## src/rtl/sal_dq_turn_arb.sv

```systemverilog
// DDR2 DQ bus read/write turnaround arbiter: tCCD spacing, tWTR/tRTW turnaround, write-drain watermarks.
// Optional starvation limiter enabled by defining SAL_ARB_STARVE_LIMIT_EN.
module sal_dq_turn_arb #(
  parameter int QCNT_W       = 4,
  parameter int WR_HI_WM     = 6,
  parameter int WR_LO_WM     = 1,
  parameter int STARVE_LIMIT = 8
) (
  input  logic              clk,
  input  logic              rst_n,
  input  logic [2:0]        t_ccd_i,
  input  logic [3:0]        t_wtr_i,
  input  logic [3:0]        t_rtw_i,
  input  logic              rd_req_i,
  input  logic              wr_req_i,
  input  logic              wr_data_rdy_i,
  input  logic [QCNT_W-1:0] wr_q_cnt_i,
  output logic              rd_gnt_o,
  output logic              wr_gnt_o,
  output logic [1:0]        mode_o,
  output logic [7:0]        turn_cnt_o
);

  typedef enum logic [1:0] {
    ST_RD  = 2'd0,
    ST_R2W = 2'd1,
    ST_WR  = 2'd2,
    ST_W2R = 2'd3
  } state_e;

  localparam logic [QCNT_W-1:0] HI_WM = QCNT_W'(WR_HI_WM);
  localparam logic [QCNT_W-1:0] LO_WM = QCNT_W'(WR_LO_WM);

  // The limit must fit the 8-bit burst counter.
  if (STARVE_LIMIT < 1 || STARVE_LIMIT > 255) begin : g_bad_starve_limit
    $error("STARVE_LIMIT must be in 1..255");
  end

  state_e     state_q, state_d;
  logic [2:0] ccd_q, ccd_d;
  logic [3:0] wait_q, wait_d;
  logic [7:0] turn_q, turn_d;
  logic       rd_gnt, wr_gnt;
  logic       enter_turn;
  logic       starve_hit;
  logic       rd_switch, wr_switch;

`ifdef SAL_ARB_STARVE_LIMIT_EN
  localparam logic [7:0] STARVE_LIM8 = 8'(STARVE_LIMIT);
  logic [7:0] burst_q, burst_d;

  assign starve_hit = (burst_q >= STARVE_LIM8);

  always_comb begin
    burst_d = burst_q;
    if (enter_turn) begin
      burst_d = 8'd0;
    end else if ((rd_gnt || wr_gnt) && burst_q != 8'hFF) begin
      burst_d = burst_q + 8'd1;
    end
  end

  always_ff @(posedge clk) begin
    if (!rst_n) begin
      burst_q <= 8'd0;
    end else begin
      burst_q <= burst_d;
    end
  end
`else
  assign starve_hit = 1'b0;
`endif

  // Opposite request is always required; a forced switch never idles the bus.
  assign rd_switch = wr_req_i & (~rd_req_i | (wr_q_cnt_i >= HI_WM) | starve_hit);
  assign wr_switch = rd_req_i & (~wr_req_i | (wr_q_cnt_i <= LO_WM) | starve_hit);

  always_comb begin
    state_d    = state_q;
    wait_d     = wait_q;
    rd_gnt     = 1'b0;
    wr_gnt     = 1'b0;
    enter_turn = 1'b0;
    case (state_q)
      ST_RD: begin
        if (ccd_q == 3'd0) begin
          if (rd_switch) begin
            state_d    = ST_R2W;
            wait_d     = t_rtw_i;
            enter_turn = 1'b1;
          end else if (rd_req_i) begin
            rd_gnt = 1'b1;
          end
        end
      end
      ST_WR: begin
        if (ccd_q == 3'd0) begin
          if (wr_switch) begin
            state_d    = ST_W2R;
            wait_d     = t_wtr_i;
            enter_turn = 1'b1;
          end else if (wr_req_i && wr_data_rdy_i) begin
            wr_gnt = 1'b1;
          end
        end
      end
      ST_R2W: begin
        if (wait_q == 4'd0) begin
          state_d = ST_WR;
        end else begin
          wait_d = wait_q - 4'd1;
        end
      end
      default: begin
        if (wait_q == 4'd0) begin
          state_d = ST_RD;
        end else begin
          wait_d = wait_q - 4'd1;
        end
      end
    endcase
  end

  always_comb begin
    ccd_d = (ccd_q != 3'd0) ? ccd_q - 3'd1 : 3'd0;
    if (rd_gnt || wr_gnt) begin
      ccd_d = t_ccd_i - 3'd1;
    end
    turn_d = turn_q;
    if (enter_turn && turn_q != 8'hFF) begin
      turn_d = turn_q + 8'd1;
    end
  end

  always_ff @(posedge clk) begin
    if (!rst_n) begin
      state_q <= ST_RD;
      ccd_q   <= 3'd0;
      wait_q  <= 4'd0;
      turn_q  <= 8'd0;
    end else begin
      state_q <= state_d;
      ccd_q   <= ccd_d;
      wait_q  <= wait_d;
      turn_q  <= turn_d;
    end
  end

  assign rd_gnt_o   = rst_n & rd_gnt;
  assign wr_gnt_o   = rst_n & wr_gnt;
  assign mode_o     = state_q;
  assign turn_cnt_o = turn_q;

endmodule

```

## config.mk

```make
export PLATFORM = sky130hd
export DESIGN_NAME = sal_dq_turn_arb
export DESIGN_NICKNAME = d
export VERILOG_FILES = /design/src/rtl/sal_dq_turn_arb.sv
export SDC_FILE = /design/constraint.sdc
export NUM_CORES = 1
export LEC_CHECK = 0
export CAP_MARGIN = 20
export CORE_MARGIN = 4
export CORE_UTILIZATION = 47
export CTS_CLUSTER_SIZE = 16
export DETAILED_ROUTE_END_ITERATION = 8
export PLACE_DENSITY = 0.8
export SYNTH_ARGS = -nofsm -noshare
export SYNTH_HDL_FRONTEND = slang
export SYNTH_SLANG_ARGS = --single-unit
```

## constraint.sdc

```tcl
create_clock -name clk -period 2.3 [get_ports clk]
set_input_delay 0.345 -clock clk [delete_from_list [all_inputs] [get_ports clk]]
set_output_delay 0.345 -clock clk [all_outputs]
set_load 0.01 [all_outputs]
```

==> summary.txt <==
Run status
  – Status: finished, final reports clean

Critical path
  – CP Cell Sequence: inv_2 -> ha_4 -> buf_4 -> inv_1 -> nand2_1 -> or4_1 -> o21a_1 -> o32ai_1
  – WP data arrival: around 2.3 ns
  – CP endpoint kind: register
  – CP peak stage delay: between 0.4 and 0.5 ns
  – Setup CP Type: reg2reg
  – R2r setup slk: ~0.2 ns
  – Crit-path slowest cell: or4_1
  – FF-to-FF path depth: 8
  – Crit Reg-Reg Startpoint: mode_o[0]$_SDFFE_PN0P_
  – Critical path peak fanout: 8
  – Critical Path Start Type: register
  – CP required: 2.51 ns
  – FF-to-FF End: wait_q[3]$_SDFFE_PN0P_

Place
  – Area of placed instances: 1490 µm²
  – Post-Place Cells: a little under 200
  – DP Worst Slack: -0.0882 ns
  – RePlAce Congestion: 0.853
  – Port Buffers: 30
  – Hpwl dp: 2.19 mm

Power
  – Total leakage power: 0.632 nW
  – Sw Share: 41.8%
  – Combinational share of power: 59.8%
  – Net Switching: between 0.6 and 0.7 mW
  – Maximum VDD drop: 0.761 mV
  – Pwr Density: 923 nW/µm²
  – Power after layout: 1.44 mW
  – Int Power: 0.837 mW
  – Seq pwr share: 28.6%
  – Clock power share: 11.6%

Synthesis
  – Post-synth top cells: dfxtp_1 (17), nand2_1 (12), inv_1 (11), nor2_1 (11), ha_1 (9)
  – Syn avg cell area: 8.23 µm²
  – Top-count cell post-synth: dfxtp_1
  – Synth top area cells: dfxtp_1 (31%), ha_1 (10%), nand2_1 (4.1%)
  – Post-synth EDFFs: 0
  – Post-Syn Area: 1110 µm²
  – Synth async-reset ratio: 0%
  – Synth Flop Type: dfxtp_1
  – Ys Warns: 0
  – Gate Count Post-Synth: 135
  – Top cell type's share of synthesized area: between 30% and 40%
  – Sequential cell area fraction in the yosys report: 30.6%
  – Post-synth cell types: 42
  – Post-synth top area cell: dfxtp_1
  – Synthesized flop and latch total: 17
  – Syn Nets: 164

GRT
  – First-pass GRT wire length: 4.79 mm
  – Initial antenna violation count: 0
  – GR Overflow Total: 0
  – Largest net degree at the start of global routing: 16
  – GRT Overall Usage: 18.4%
  – Number of global-route vias before repair: 1164

Worst hold path
  – Hold Path Stages: 2
  – HP Start: wait_q[1]$_SDFFE_PN0P_
  – Hold Path End: wait_q[1]$_SDFFE_PN0P_
  – Hold Path Class: reg2reg

STA
  – Final Hold Vio Count: 0
  – Skew final: about 0.0075 ns
  – Maximum achievable frequency: 476 MHz
  – Tightest Pin Transition: approximately 0.54 ns
  – Final worst slack: between 0.15 and 0.2 ns
  – Final period utilization: between 90% and 100%
  – Final worst path period need: 2.10 ns
  – Slew HR: 63.5%
  – Fin Setup TNS: 0 ns
  – RSZ-0062 raised after global routing: no
  – Final setup fails: 0
  – Pins Over Slew Limit: 0

Floorplan
  – Die Y: 56.6 µm
  – # rows: 17
  – Core area: between 2000 and 2500 µm²
  – Initial Utilization: 49.7%
  – Die area: ~3200 µm²
  – IO Count: 32
  – Die X: 56.6 µm

Clock network
  – CTS Buf Count: 3
  – Clock tree root buffer cell: clkbuf_4
  – Clock buffer depth: 2
  – Clock transition at the registers of the reported paths: 0.11 ns
  – CTS tree: built
  – Clock Latency Late Sink: 0.30 ns
  – CTS Sinks: 17
  – H-tree level count: 1
  – Cts hold-fix bufs: 0

Run
  – MaxCap Viol Count: 0

Routing
  – DRC: 0
  – Via count: 1172
  – Routed WL: 2.85 mm
  – WL per Instance: 14.2 µm
  – Initial DRC Count: 24
  – DRT Pass-1 Iters: 4
  – Vias per cell: 5.83
  – DRT antenna net count: 0

Finish
  – Diodes inserted: 0
  – Final nets: 203
  – Fraction of layout cells with a size suffix above 1: 13.9%
  – Final instance area: between 1500 and 2000 µm²
  – Fin cells: 201
  – Synthesis-to-layout area growth: 40.1%
worst max-delay path by stage:
stage	end	slack [ns]	depth (start not counted)	start
after floorplan	turn_cnt_o[7]$_SDFFE_PN0P_	0.32	8	mode_o[0]$_SDFFE_PN0P_
after global placement	wr_gnt_o	-0.05	5	wr_q_cnt_i[3]
after detailed placement	wr_gnt_o	-0.09	5	wr_q_cnt_i[3]
after CTS	rd_gnt_o	0.04	6	mode_o[1]$_SDFFE_PN0P_
after global routing	wait_q[0]$_SDFFE_PN0P_	0.07	8	mode_o[0]$_SDFFE_PN0P_
final	wait_q[3]$_SDFFE_PN0P_	0.20	8	mode_o[0]$_SDFFE_PN0P_
worst max-delay path: cells and delay by family (launching register included):
kind | cells | cell delay [ns]
buffers and inverters | 3 | 0.34
and+or+nand+nor | 2 | 0.62
adders and majority gates | 1 | 0.20
AOI/OAI and AO/OA | 2 | 0.41
DFF | 1 | 0.44
cell usage in the layout (no fill, tap or decap), types with 3 or more instances in the layout:
cell type,synthesis,layout
o21ai_0,7,7
inv_1,11,9
a21oi_1,7,6
o31ai_1,5,5
nand2_1,12,12
o211ai_1,3,3
ha_1,9,6
buf_4,0,9
dfxtp_1,17,17
a22oi_1,4,4
o21a_1,3,3
ha_4,0,3
clkbuf_4,0,3
nand3_1,8,8
clkdlybuf4s50_1,0,27
xor2_1,3,3
or4_1,3,3
nor2_1,11,11
kinds of logic after synthesis:
family                     Yosys count  synth area share, %
and+or+nand+nor                     44                 19.7
AOI/OAI and AO/OA                   43                 28.2
DFF                                 17                 30.6
buffers and inverters               16                 6.31
adders and majority gates            9                 10.1
xor gates and xnor gates             4                 3.15
muxes                                2                 1.91
flip-flops by register name, indices dropped and copies added, names as in the netlist:
name / count
ccd_q: 3
mode_o: 2
turn_cnt_o: 8
wait_q: 4
repair_timing:
item                                    in CTS  in global routing
pin swaps                                    0                  0
endpoints found under the setup margin       2                  1
buffers inserted                             0                  0
gates resized for setup                      9                  3
per-stage QoR:
stage                     utilization (%)  hold WS, ns
after global placement               66.5        0.461
after global routing                 69.7        0.530
final                                69.7        0.491
after detailed placement             66.5        0.481
after floorplan                         -        0.446
after CTS                            69.5        0.496
layer usage:
metal  track usage (%)  vias to the layer above  share of wire (%)
li1                  -                      575                  -
met1              18.2                      559                 40
met2              36.6                       29                 54
met3              2.99                        9                3.9
met4              7.80                        0                2.5
met5                 0                        -                  0
power by group through the flow:
stage          combinational [mW]  sequential, mW  clock (mW)
6_report                    0.860           0.411       0.166
5_1_grt                     0.953           0.423       0.184
4_1_cts                     0.858           0.410       0.170
3_5_place_dp                0.806           0.414           0
3_3_place_gp                0.772           0.410           0
2_1_floorplan               0.548           0.415           0
final cells by class:
cell class	instances	area (µm²)
multi-input combinational	102	742
clock buffer	4	26.3
inverter	11	41.3
timing repair buffer	39	372
sequential	17	340
tap	28	35.0
fill	193	677
Power figures use the tool's default switching activity.
